File: src/rtl/uart_pkt_pkg.sv
// Shared types and constants for the UART ALU packet path.
// Latency: n/a (declarations only).
// Backpressure: n/a.
package uart_pkt_pkg;

    localparam int HDR_BYTES = 4;

    localparam logic [7:0] OP_ECHO  = 8'hec;
    localparam logic [7:0] OP_ADD32 = 8'ha0;
    localparam logic [7:0] OP_MUL32 = 8'ha1;
    localparam logic [7:0] OP_DIV32 = 8'ha2;

    typedef enum logic [2:0] {
        ST_IDLE,
        ST_RSVD,
        ST_LEN_L,
        ST_LEN_H,
        ST_PAYLOAD,
        ST_DROP
    } state_t;

endpackage

File: src/rtl/uart_pkt_pack.sv
// Byte-to-word packer: fills lanes from 0, emits on full word or final byte.
// Latency: word valid one clock after its last byte is accepted.
// Backpressure: single output register; hold_o tells the parser to stop accepting bytes.
module uart_pkt_pack #(
    parameter int WORD_BYTES = 4
) (
    input  logic                    clk_i,
    input  logic                    rst_ni,
    input  logic                    in_vld,
    input  logic [7:0]              in_dat,
    input  logic                    in_last,
    input  logic                    flush,
    output logic [8*WORD_BYTES-1:0] m_tdata_o,
    output logic [WORD_BYTES-1:0]   m_tkeep_o,
    output logic                    m_tlast_o,
    output logic                    m_tvalid_o,
    input  logic                    m_tready_i,
    output logic                    hold_o
);

    localparam int LANE_W = (WORD_BYTES > 1) ? $clog2(WORD_BYTES) : 1;
    localparam logic [LANE_W-1:0] LANE_MAX = LANE_W'(WORD_BYTES - 1);

    logic [LANE_W-1:0]         lane;
    logic [8*WORD_BYTES-1:0]   acc;
    logic [8*WORD_BYTES-1:0]   acc_nxt;
    logic [WORD_BYTES-1:0]     keep_nxt;
    logic                      word_done;

    assign word_done = in_vld && ((lane == LANE_MAX) || in_last);
    assign hold_o    = m_tvalid_o && !m_tready_i;

    // Merge the incoming byte into its lane and derive the keep mask for the lanes filled so far.
    always_comb begin
        acc_nxt  = acc;
        keep_nxt = '0;
        for (int i = 0; i < WORD_BYTES; i++) begin
            if (LANE_W'(i) == lane) begin
                acc_nxt[8*i +: 8] = in_dat;
            end
            keep_nxt[i] = (LANE_W'(i) <= lane);
        end
    end

    // Accumulator and lane counter; a flush throws away a partial word without emitting it.
    always_ff @(posedge clk_i or negedge rst_ni) begin
        if (!rst_ni) begin
            acc  <= '0;
            lane <= '0;
        end else if (flush) begin
            acc  <= '0;
            lane <= '0;
        end else if (in_vld) begin
            if (word_done) begin
                acc  <= '0;
                lane <= '0;
            end else begin
                acc  <= acc_nxt;
                lane <= lane + LANE_W'(1);
            end
        end
    end

    // Output register: reload on a completed word, otherwise clear once the consumer takes it.
    always_ff @(posedge clk_i or negedge rst_ni) begin
        if (!rst_ni) begin
            m_tvalid_o <= 1'b0;
            m_tdata_o  <= '0;
            m_tkeep_o  <= '0;
            m_tlast_o  <= 1'b0;
        end else if (word_done) begin
            m_tvalid_o <= 1'b1;
            m_tdata_o  <= acc_nxt;
            m_tkeep_o  <= keep_nxt;
            m_tlast_o  <= in_last;
        end else if (m_tready_i) begin
            m_tvalid_o <= 1'b0;
            m_tdata_o  <= '0;
            m_tkeep_o  <= '0;
            m_tlast_o  <= 1'b0;
        end
    end

endmodule

File: src/rtl/uart_pkt_parser.sv
// Packet parser: decodes 4-byte header, checks length, repacks payload into words, aborts on idle timeout.
// Latency: header/length-error pulses and payload words appear one clock after the completing byte.
// Backpressure: s_tready_o drops only in PAYLOAD while an output word is held; timeout frozen meanwhile.
module uart_pkt_parser
    import uart_pkt_pkg::*;
#(
    parameter int WORD_BYTES     = 4,
    parameter int MAX_LEN        = 1024,
    parameter int TIMEOUT_CYCLES = 20000
) (
    input  logic                    clk_i,
    input  logic                    rst_ni,
    input  logic [7:0]              s_tdata_i,
    input  logic                    s_tvalid_i,
    output logic                    s_tready_o,
    output logic                    hdr_valid_o,
    output logic [7:0]              opcode_o,
    output logic [15:0]             length_o,
    output logic [8*WORD_BYTES-1:0] m_tdata_o,
    output logic [WORD_BYTES-1:0]   m_tkeep_o,
    output logic                    m_tlast_o,
    output logic                    m_tvalid_o,
    input  logic                    m_tready_i,
    output logic                    err_len_o,
    output logic                    err_timeout_o
);

    localparam int TMO_W = $clog2(TIMEOUT_CYCLES + 1);
    localparam logic [TMO_W-1:0] TMO_LAST = TMO_W'(TIMEOUT_CYCLES - 1);
    localparam logic [15:0] HDR_LEN = 16'(HDR_BYTES);
    localparam logic [15:0] MAX_LEN_W = 16'(MAX_LEN);

    state_t             state;
    logic [7:0]         opcode_q;
    logic [7:0]         len_l_q;
    logic [15:0]        rem_q;
    logic [TMO_W-1:0]   tmo_cnt;
    logic [15:0]        len_full;
    logic               hold;
    logic               byte_acc;
    logic               tmo_hit;
    logic               pay_vld;
    logic               pay_last;
    logic               pay_flush;

    assign s_tready_o = !((state == ST_PAYLOAD) && hold);
    assign byte_acc   = s_tvalid_i && s_tready_o;
    assign len_full   = {s_tdata_i, len_l_q};
    // A byte arriving on the expiry cycle wins: it restarts the idle window instead of aborting.
    assign tmo_hit    = (state != ST_IDLE) && s_tready_o && !byte_acc && (tmo_cnt == TMO_LAST);
    assign pay_vld    = byte_acc && (state == ST_PAYLOAD);
    assign pay_last   = (rem_q == 16'd1);
    assign pay_flush  = tmo_hit && (state == ST_PAYLOAD);

    // Idle counter: restarts on each accepted byte, parked in IDLE, frozen while stalled.
    always_ff @(posedge clk_i or negedge rst_ni) begin
        if (!rst_ni) begin
            tmo_cnt <= '0;
        end else if (byte_acc || (state == ST_IDLE) || tmo_hit) begin
            tmo_cnt <= '0;
        end else if (s_tready_o) begin
            tmo_cnt <= tmo_cnt + TMO_W'(1);
        end
    end

    // Header FSM with registered status pulses and held opcode/length.
    always_ff @(posedge clk_i or negedge rst_ni) begin
        if (!rst_ni) begin
            state         <= ST_IDLE;
            opcode_q      <= '0;
            len_l_q       <= '0;
            rem_q         <= '0;
            opcode_o      <= '0;
            length_o      <= '0;
            hdr_valid_o   <= 1'b0;
            err_len_o     <= 1'b0;
            err_timeout_o <= 1'b0;
        end else begin
            hdr_valid_o   <= 1'b0;
            err_len_o     <= 1'b0;
            err_timeout_o <= 1'b0;
            if (tmo_hit) begin
                // DROP expiring is the normal way out of a bad packet, not an error.
                if (state != ST_DROP) begin
                    err_timeout_o <= 1'b1;
                end
                state <= ST_IDLE;
            end else if (byte_acc) begin
                case (state)
                    ST_IDLE: begin
                        opcode_q <= s_tdata_i;
                        state    <= ST_RSVD;
                    end
                    ST_RSVD: begin
                        state <= ST_LEN_L;
                    end
                    ST_LEN_L: begin
                        len_l_q <= s_tdata_i;
                        state   <= ST_LEN_H;
                    end
                    ST_LEN_H: begin
                        if ((len_full < HDR_LEN) || (len_full > MAX_LEN_W)) begin
                            err_len_o <= 1'b1;
                            state     <= ST_DROP;
                        end else begin
                            hdr_valid_o <= 1'b1;
                            opcode_o    <= opcode_q;
                            length_o    <= len_full;
                            rem_q       <= len_full - HDR_LEN;
                            state       <= (len_full == HDR_LEN) ? ST_IDLE : ST_PAYLOAD;
                        end
                    end
                    ST_PAYLOAD: begin
                        rem_q <= rem_q - 16'd1;
                        if (pay_last) begin
                            state <= ST_IDLE;
                        end
                    end
                    ST_DROP: begin
                        state <= ST_DROP;
                    end
                    default: begin
                        state <= ST_IDLE;
                    end
                endcase
            end
        end
    end

    uart_pkt_pack #(
        .WORD_BYTES (WORD_BYTES)
    ) u_pack (
        .clk_i      (clk_i),
        .rst_ni     (rst_ni),
        .in_vld     (pay_vld),
        .in_dat     (s_tdata_i),
        .in_last    (pay_last),
        .flush      (pay_flush),
        .m_tdata_o  (m_tdata_o),
        .m_tkeep_o  (m_tkeep_o),
        .m_tlast_o  (m_tlast_o),
        .m_tvalid_o (m_tvalid_o),
        .m_tready_i (m_tready_i),
        .hold_o     (hold)
    );

endmodule

File: config.mk
export PLATFORM = sky130hd
export DESIGN_NAME = uart_pkt_parser
export DESIGN_NICKNAME = d
export VERILOG_FILES = /design/src/rtl/uart_pkt_pkg.sv /design/src/rtl/uart_pkt_pack.sv /design/src/rtl/uart_pkt_parser.sv
export SDC_FILE = /design/constraint.sdc
export NUM_CORES = 1
export LEC_CHECK = 0
export CORE_ASPECT_RATIO = 1.75
export CORE_MARGIN = 3
export CORE_UTILIZATION = 57
export CTS_CLUSTER_SIZE = 30
export DETAILED_ROUTE_END_ITERATION = 8
export PLACE_DENSITY = 0.82
export SLEW_MARGIN = 20
export SYNTH_ARGS = -nofsm -noshare
export SYNTH_HDL_FRONTEND = slang
export SYNTH_HIERARCHICAL = 1
export SYNTH_SLANG_ARGS = --single-unit
export TNS_END_PERCENT = 30
File: constraint.sdc
create_clock -name clk_i -period 2.5 [get_ports clk_i]
set_input_delay 0.625 -clock clk_i [delete_from_list [all_inputs] [get_ports clk_i]]
set_output_delay 0.625 -clock clk_i [all_outputs]
set_load 0.05 [all_outputs]
* After elaboration in Yosys (flattened, before gate mapping)
Cells that the tools add are included.
Operators by class: add/subtract/negate cells 4, reduce and logical (&&, ||, !) cells 28, $lt $le $gt $ge 6, equal/unequal tests 16, multiply operators 0, divide/modulo/power cells 0, shift-type cells 0, multiplexer cells 37, bitwise logic cells 2
Operators by type and width (count):
- two-way mux 32 bit | 5
- two-way mux 8 bit | 4
- case mux 16 bit (2 select lines) | 1
- two-way mux 15 bit | 2
- case mux 3 bit (6 select lines) | 1
- == test 16 x 1 -> 1 bit, second input constant | 1
- == test 16 x 3 -> 1 bit, second input constant | 1
- greater-than comparator 16 x 11 -> 1 bit, second input constant | 1
- less-than comparator 16 x 3 -> 1 bit, second input constant | 1
- two-way mux 16 bit | 1
- subtractor 16 x 1 -> 16 bit, second input constant | 1
- subtractor 16 x 3 -> 16 bit, second input constant | 1
- adder 15 x 1 -> 15 bit, second input constant | 1
- == test 15 bit, second input constant | 1
- two-way mux 3 bit | 5
- two-way mux 1 bit | 13
- logical AND 1 bit | 9
- two-way mux 4 bit | 2
- AND reduction 4 bit | 2
- nonzero test 2 bit | 4
- == test 3 x 2 -> 1 bit, second input constant | 2
- == test 3 bit, second input constant | 2
- two-way mux 2 bit | 3
- AND reduction 3 bit | 2
- 18 further kinds | 27
Word-level totals: output and inout bits 66, memories kept 0, logic and storage cells 109, RAM bits 0, memory bits (read-only) 0, latch bits 0, flip-flop bits (word level) 149, input bits 12

* Logic depth before layout (Yosys ltp)
Gate-level depths: netlist (run 1).
depth in word-level cells 10, mapped depth 10, mapped depth without buffers 8

* Modules after synthesis
Netlist (run 1), hierarchy kept.
Modules (own cells, without submodules):
- uart_pkt_parser | cells an instance 430, times used 1, area an instance 4166.5 um2, sequential area each 1926.8 um2
- uart_pkt_pack | cells an instance 276, times used 1, area an instance 3482.1 um2, sequential area each 1776.7 um2

* Least setup slack after synthesis (run 1)
OpenSTA, ideal clock, no wires.
path kind reg-to-reg, start point reg, netlist name u_pack/m_tkeep_o[0], end point reg u_pack.acc[10], period minus slack after synthesis 2782 ps, buffers on the path 2, arrival 2660 ps, slack -282 ps, setup time 122 ps, cell stages (with the launch flop) 11, required time 2378 ps, cells stage by stage dfrtp_1 > nor2b_1 > nand4bb_1 > buf_2 > nand2_1 > nor3_1 > nand2_1 > nor2_1 > clkbuf_1 > nor2b_1 > a32o_1
RTL lines:
- to (signal assigned) | RTL line uart_pkt_pack.sv:58 | acc <= acc_nxt;
- to (decl) | RTL line uart_pkt_pack.sv:25 | logic [8*WORD_BYTES-1:0] acc;

* Worst setup path in the final report (run 1)
start point in m_tready_i, end point out s_tready_o
On the way: longest elaborated chain between the ends 4
RTL lines:
- from (decl) | RTL line uart_pkt_parser.sv:23 | input logic m_tready_i,
- zero test 1 bit | RTL line uart_pkt_pack.sv:31 | assign hold_o = m_tvalid_o && !m_tready_i;
- logical AND 1 bit | RTL line uart_pkt_pack.sv:31
- via hold | RTL line uart_pkt_parser.sv:39 | logic hold;
- logical AND 1 bit | RTL line uart_pkt_parser.sv:46 | assign s_tready_o = !((state == ST_PAYLOAD) && hold);
- zero test 1 bit | RTL line uart_pkt_parser.sv:46
- to (decl) | RTL line uart_pkt_parser.sv:15 | output logic s_tready_o,
The timed path passes the listed nets, and every way through them passes these cells.

==> impl_results.md, run 1 <==
- Ys async rst share: 100.0%
- Row count: 55
- Non-filler instance count after layout: 1009
- Required @ worst endpoint: 1880 ps
- Slew HR: 45.67%
- Worst hold path class: in2async
- FF-to-FF path depth: 8
- Num CTS Buffers: 17
- F_max: 0.4002 GHz
- CTS sink count: 148
- Tot Pwr: 0.008613 W
- Clk_lat worst skew: 430 ps
- CP arrival: 1870 ps
- Post-Syn Area: 7649 um2
- Synth area leaders: dfrtp_1, mux2i_1, nand2_1
- Clk_skew: 9.828 ps
- Starting Density: 58.81%
- Core area: 13010 um2
- Post-Syn Instances: 706
- Antenna fix cells: 0
- Die Ht: 159.2 um
- Final Worst Setup Slack: 1.039 ps
- CTS tree: built
- Routed WL per cell: 19.57 um
- Area Overhead vs Synth: 25.18%
- CP max FO: 6
- Die Span X: 93.57 um
- Nets@finish: 848
- Placer Congestion: 0.9295
- Count of final hold-check violations: 0
- First-pass GRT wire length: 32460 um
- VDD IR max: 0.0005079 V
- Post-synth top area cell: dfrtp_1
- Remaining antenna violation count after routing: 0
- Synth warn: 6
- DRT Pass-1 Iters: 6
- Cell Pwr Density: 899.6 nW/um2
- Worst-path clk slew: 60 ps
- FF+latch count, synth: 148
- H-tree Lvls: 4
- DP HPWL: 13710 um
- RSZ-0062 raised after global routing: true
- Yosys top cell area share: 48.42%
- DIE AREA: 14900 um2
- Final Setup Violations: 0
- Pre-CTS setup slack: -306.6 ps
- Setup CP Type: in2out
- Slew Limit Fails: 0
- Status: complete, no violations
- Final Core Density: 73.61%
- Max-cap violations: 0
- Post-synth cell types: 77
- CP Launch Type: primary input
- DR vias: 6106
- Period utilization: 99.96%
- Placed cell count: 978
- Worst R2R Start: state[0]
- All-Layer GR Usage: 27.65%
- Top Ports: 78
- Setup bufs post-CTS: 0
- Vias in the first global route: 6362
- IO Port Bufs: 77
- DRT iter0 DRCs: 318
- Root Driver: clkbuf_16
- Fin crit period: 2499 ps
- Avg Cell Area, Syn: 10.83 um2
- Crit. End Element: primary output
- Initial antenna violation count: 0
- Vias per cell: 6.052
- Post-Syn Nets: 728
- Top FF cell, synth: dfrtp_1
- GR Overflow Total: 0
- # DRC: 0
- R2R Setup Slk: 230 ps
- Sequential area share after synthesis: 48.42%
- Worst-case clock buffer depth: 2
- Layout cells sized above 1: 17.66%
- Filler instances: 856
- R2r endpoint: u_pack/acc[8]
- Leakage dissipation: 4.184 nW
- Worst slew pin tran: 814.9 ps
- Drt total wl: 19740 um
- Post-synth EDFFs: 0
- Largest net degree at the start of global routing: 54
-- cell usage in the layout (no fill, tap or decap), types with 7 or more instances in the layout --
master / netlist / final
a32o_1: 25 / 25
nor3b_1: 9 / 9
ha_1: 10 / 10
buf_4: 4 / 64
clkdlybuf4s50_1: 0 / 75
nand4_1: 9 / 9
o21ai_0: 17 / 17
nor3_1: 9 / 8
nand3_1: 13 / 13
nand2_1: 90 / 90
nor2b_1: 27 / 26
clkbuf_16: 0 / 17
mux2_2: 14 / 14
a21oi_1: 14 / 14
mux2i_1: 67 / 67
and2_1: 7 / 7
dfrtp_1: 148 / 147
xor2_1: 16 / 16
inv_1: 9 / 9
xnor2_1: 8 / 8
buf_12: 0 / 7
nand2b_1: 37 / 37
nor2_1: 33 / 32
-- final cells by class --
| type | count | area, um2 | area share [%] |
|---|---|---|---|
| Sequential cell | 148 | 3705 | 38.70 |
| Clock inverter | 13 | 172.7 | 1.803 |
| Multi-Input combinational cell | 502 | 3623 | 37.85 |
| Timing Repair Buffer | 147 | 1383 | 14.44 |
| Tap cell | 171 | 214.0 | 2.235 |
| Inverter | 10 | 37.54 | 0.3921 |
| Clock buffer | 18 | 439.2 | 4.587 |
-- how the worst max path moves through the flow --
stage	from	to	slack [ps]	cells past startpoint
finish	m_tready_i	s_tready_o	1	5
detailed placement	m_tready_i	u_pack/acc[12]	-310	10
global placement	m_tready_i	u_pack/acc[12]	-210	10
floorplan	m_tready_i	u_pack/acc[4]	80	10
global route	m_tready_i	s_tready_o	-40	5
CTS	m_tready_i	s_tready_o	9	5
-- cells in the mapped netlist (3+ instances only) --
| master | count |
|---|---|
| nor2b_1 | 27 |
| a22o_1 | 3 |
| buf_6 | 10 |
| mux2_2 | 14 |
| nand4_1 | 9 |
| a32o_1 | 25 |
| nor3b_1 | 9 |
| xor2_1 | 16 |
| o31ai_1 | 3 |
| a21oi_1 | 14 |
| nor3_1 | 9 |
| inv_1 | 9 |
| dfrtp_1 | 148 |
| buf_2 | 18 |
| and2_1 | 7 |
| a211oi_1 | 4 |
| nor4_4 | 3 |
| mux2i_1 | 67 |
| ha_1 | 10 |
| buf_4 | 4 |
| clkbuf_1 | 10 |
| nand2_1 | 90 |
| a31oi_1 | 4 |
| and3_1 | 4 |
| xnor2_1 | 8 |
| nand3_1 | 13 |
| o31ai_2 | 3 |
| nor4b_1 | 4 |
| nor3b_2 | 3 |
| nor2_1 | 33 |
| nand2b_1 | 37 |
| or4_1 | 4 |
| or3_1 | 4 |
| nor4_1 | 5 |
| o21ai_0 | 17 |
-- worst max-delay path, cell delays in order --
cell	delay [ps]
clkdlybuf4s50_1	480
nor2b_4	190
nand4bb_1	180
buf_4	210
buf_4	190
-- per-stage QoR --
| stage | hold slack (ps) | setup TNS [ps] | cell area [um2] |
|---|---|---|---|
| floorplan | 329.4 | 0 | 7656 |
| global placement | 453.7 | -6580 | 8950 |
| detailed placement | 458.7 | -10560 | 8950 |
| CTS | 160.9 | 0 | 9564 |
| global route | 184.0 | -35.42 | 9574 |
| finish | 147.5 | 0 | 9574 |
-- cells by family (layout without fill, tap and decap cells) --
group | Yosys count | in the layout | synth area share (%)
AND/OR/NAND/NOR | 280 | 280 | 20.58
flip-flops | 148 | 148 | 48.42
AO/OA/AOI/OAI | 107 | 107 | 11.29
multiplexers | 81 | 81 | 10.83
buffers and inverters | 56 | 188 | 4.499
XOR/XNOR | 24 | 24 | 2.748
adder cells (fa/ha/maj) | 10 | 10 | 1.636
-- sequential cells by signal, summed over array words and instances, names as in the netlist, 2 cells and up --
| name | flops |
|---|---|
| u_pack/lane | 2 |
| u_pack/acc | 32 |
| opcode_q | 8 |
| u_pack/m_tdata_o | 32 |
| rem_q | 16 |
| length_o | 16 |
| state | 3 |
| u_pack/m_tkeep_o | 4 |
| opcode_o | 8 |
| tmo_cnt | 15 |
| len_l_q | 8 |
-- where the power goes --
group	internal [W]	switching (W)	total, W
sequential	0.00288	0.000552	0.00343
combinational	0.00118	0.00136	0.00253
clock	0.00161	0.00104	0.00265
total	0.00566	0.00295	0.00861
-- layer usage --
layer | part of all wire, % | vias up | GRT usage [%] | wire, um
li1 | - | 2752 | - | -
met1 | 39 | 3070 | 33.29 | 7665
met2 | 53 | 229 | 47.80 | 10450
met3 | 5.1 | 55 | 5.201 | 1013
met4 | 3.1 | 0 | 11.77 | 618
met5 | 0 | - | 0 | 0
-- timing repair --
item                       CTS  global route
setup endpoints to repair    1            25
gates resized for setup      1             2
gates cloned                 0             0
hold buffers                 0             0
No activity file was read; power rests on OpenSTA's default activity.
==> run 2: changes to the inputs <==
--- a/config.mk
+++ b/config.mk
@@ -5,13 +5,13 @@
 export SDC_FILE = /design/constraint.sdc
 export NUM_CORES = 1
 export LEC_CHECK = 0
-export CORE_ASPECT_RATIO = 1.75
 export CORE_MARGIN = 3
 export CORE_UTILIZATION = 57
 export CTS_CLUSTER_SIZE = 30
 export DETAILED_ROUTE_END_ITERATION = 8
 export PLACE_DENSITY = 0.82
-export SLEW_MARGIN = 20
+export SKIP_LAST_GASP = 1
+export SLEW_MARGIN = 10
 export SYNTH_ARGS = -nofsm -noshare
 export SYNTH_HDL_FRONTEND = slang
 export SYNTH_HIERARCHICAL = 1
==> impl_results.md, run 2 (synthesized netlist as in run 1, its figures left out) <==
- Placed Area: 8833 um2
- VDD IR max: 0.0005777 V
- Placer Congestion: 0.8870
- H-tree Lvls: 4
- Crit path launch: m_tready_i
- Area Overhead vs Synth: 24.67%
- Status: complete, no violations
- Fin crit period: 2494 ps
- Placed cell count: 965
- Starting Density: 59.40%
- Most used routing layer: met2
- Clk_skew: 7.012 ps
- GR Overflow Total: 0
- Final Core Density: 74.06%
- Vias in the first global route: 6288
- GRT met2 Usage: 43.96%
- Die Ht: 121.8 um
- Filler instances: 840
- Final Setup Violations: 0
- DP HPWL: 12930 um
- Vias per cell: 6.088
- Tot Pwr: 0.008683 W
- Root Driver: clkbuf_16
- RSZ-0062 raised after global routing: true
- Slew HR: 42.80%
- Worst slew pin tran: 858.0 ps
- Worst-case clock buffer depth: 2
- CP max FO: 6
- Met1 Use GR: 36.66%
- Top Ports: 78
- Slew Limit Fails: 0
- Post-route cell area: 9535 um2
- Required @ worst endpoint: 1880 ps
- Initial antenna violation count: 0
- Drt total wl: 19820 um
- CTS hold repair buffers: 0
- CP Launch Type: primary input
- F_max: 0.4010 GHz
- CP arrival: 1870 ps
- DIE AREA: 14850 um2
- Leakage dissipation: 4.134 nW
- Largest net degree at the start of global routing: 55
- Die Span X: 121.8 um
- Antenna fix cells: 0
- IO Port Bufs: 77
- Core area: 12880 um2
- Num CTS Buffers: 17
- CTS tree: built
- Commonest non-fill, non-tap cell in the layout: dfrtp_1
- Count of final hold-check violations: 0
- Worst-path clk slew: 60 ps
- Non-filler instance count after layout: 999
- DRT iter0 DRCs: 609
- Clk_lat worst skew: 420 ps
- Final Worst Setup Slack: 6.484 ps
- DR vias: 6082
- First-pass GRT wire length: 32130 um
- Remaining antenna violation count after routing: 0
- Grt met3 use: 7.707%
- Cell Pwr Density: 910.6 nW/um2
- All-Layer GR Usage: 28.07%
- CTS sink count: 148
- Worst R2R Start: len_l_q[2]
- DRT Pass-1 Iters: 5
- Period utilization: 99.74%
- # DRC: 0
- Row count: 41
- Routed WL per cell: 19.84 um
- Setup CP Type: in2out
- Layout cells sized above 1: 16.32%
- Worst hold path class: in2async
- Max-cap violations: 0
- Most frequent cells in the layout: dfrtp_1, nand2_1, clkdlybuf4s50_1, mux2i_1, buf_4
- Nets@finish: 838
- Top Registers: u_pack/acc (32), u_pack/m_tdata_o (32)
- Crit. End Element: primary output
- Pre-CTS setup slack: -788.6 ps
==> run 2: power breakdown <==
part           switching, W  internal, W  leakage (nW)
Sequential         0.000527      0.00288          1.97
Clock               0.00101      0.00166         0.297
Combinational       0.00142      0.00118          1.87
==> run 2: final cells by class <==
cell class              count  area (um2)  area share (%)
clock buffers              18       429.2           4.501
clock inverters            12       181.4           1.903
inverters                  10       37.54          0.3936
multi-input cells         503        3651           38.29
flip-flops and latches    148        3705           38.85
well taps                 172       215.2           2.257
repair buffers            136        1316           13.80
==> run 2: path summary, 6_finish.rpt <==
kind / slack (ps) / end / depth (start not counted)
min in group clk_i: 470 / length_o[4] / 2
hold / removal: 160 / u_pack/m_tdata_o[20] / 1
hold reg to reg: 470 / length_o[4] / 2
max in group asynchronous: 1690 / length_o[9] / 2
setup reg to reg: 310 / rem_q[15] / 7
setup / recovery: 6 / s_tready_o / 5
==> run 2: critical path, cell delays in order <==
cell and delay [ps]:
clkdlybuf4s50_1 510, nor2b_1 190, nand4bb_1 150, buf_4 200, buf_4 190
==> run 2: per-stage QoR <==
stage | hold WS [ps] | setup TNS [ps]
after global placement | 452.9 | -31360
after global routing | 180.1 | -95.81
after detailed placement | 459.1 | -40190
final | 164.5 | 0
after CTS | 178.8 | 0
after floorplan | 329.4 | 0
==> run 2: routing by layer <==
layer,share of wire [%],vias up
met5,0,-
met4,3.1,0
met3,6.2,56
met2,49,245
met1,42,3035
li1,-,2746
==> run 2: repair_timing <==
item                       CTS  global route
gates cloned                 1             0
setup buffers                1             2
pin swaps                    1             1
setup endpoints to repair   24            67
gates resized for setup      3             5
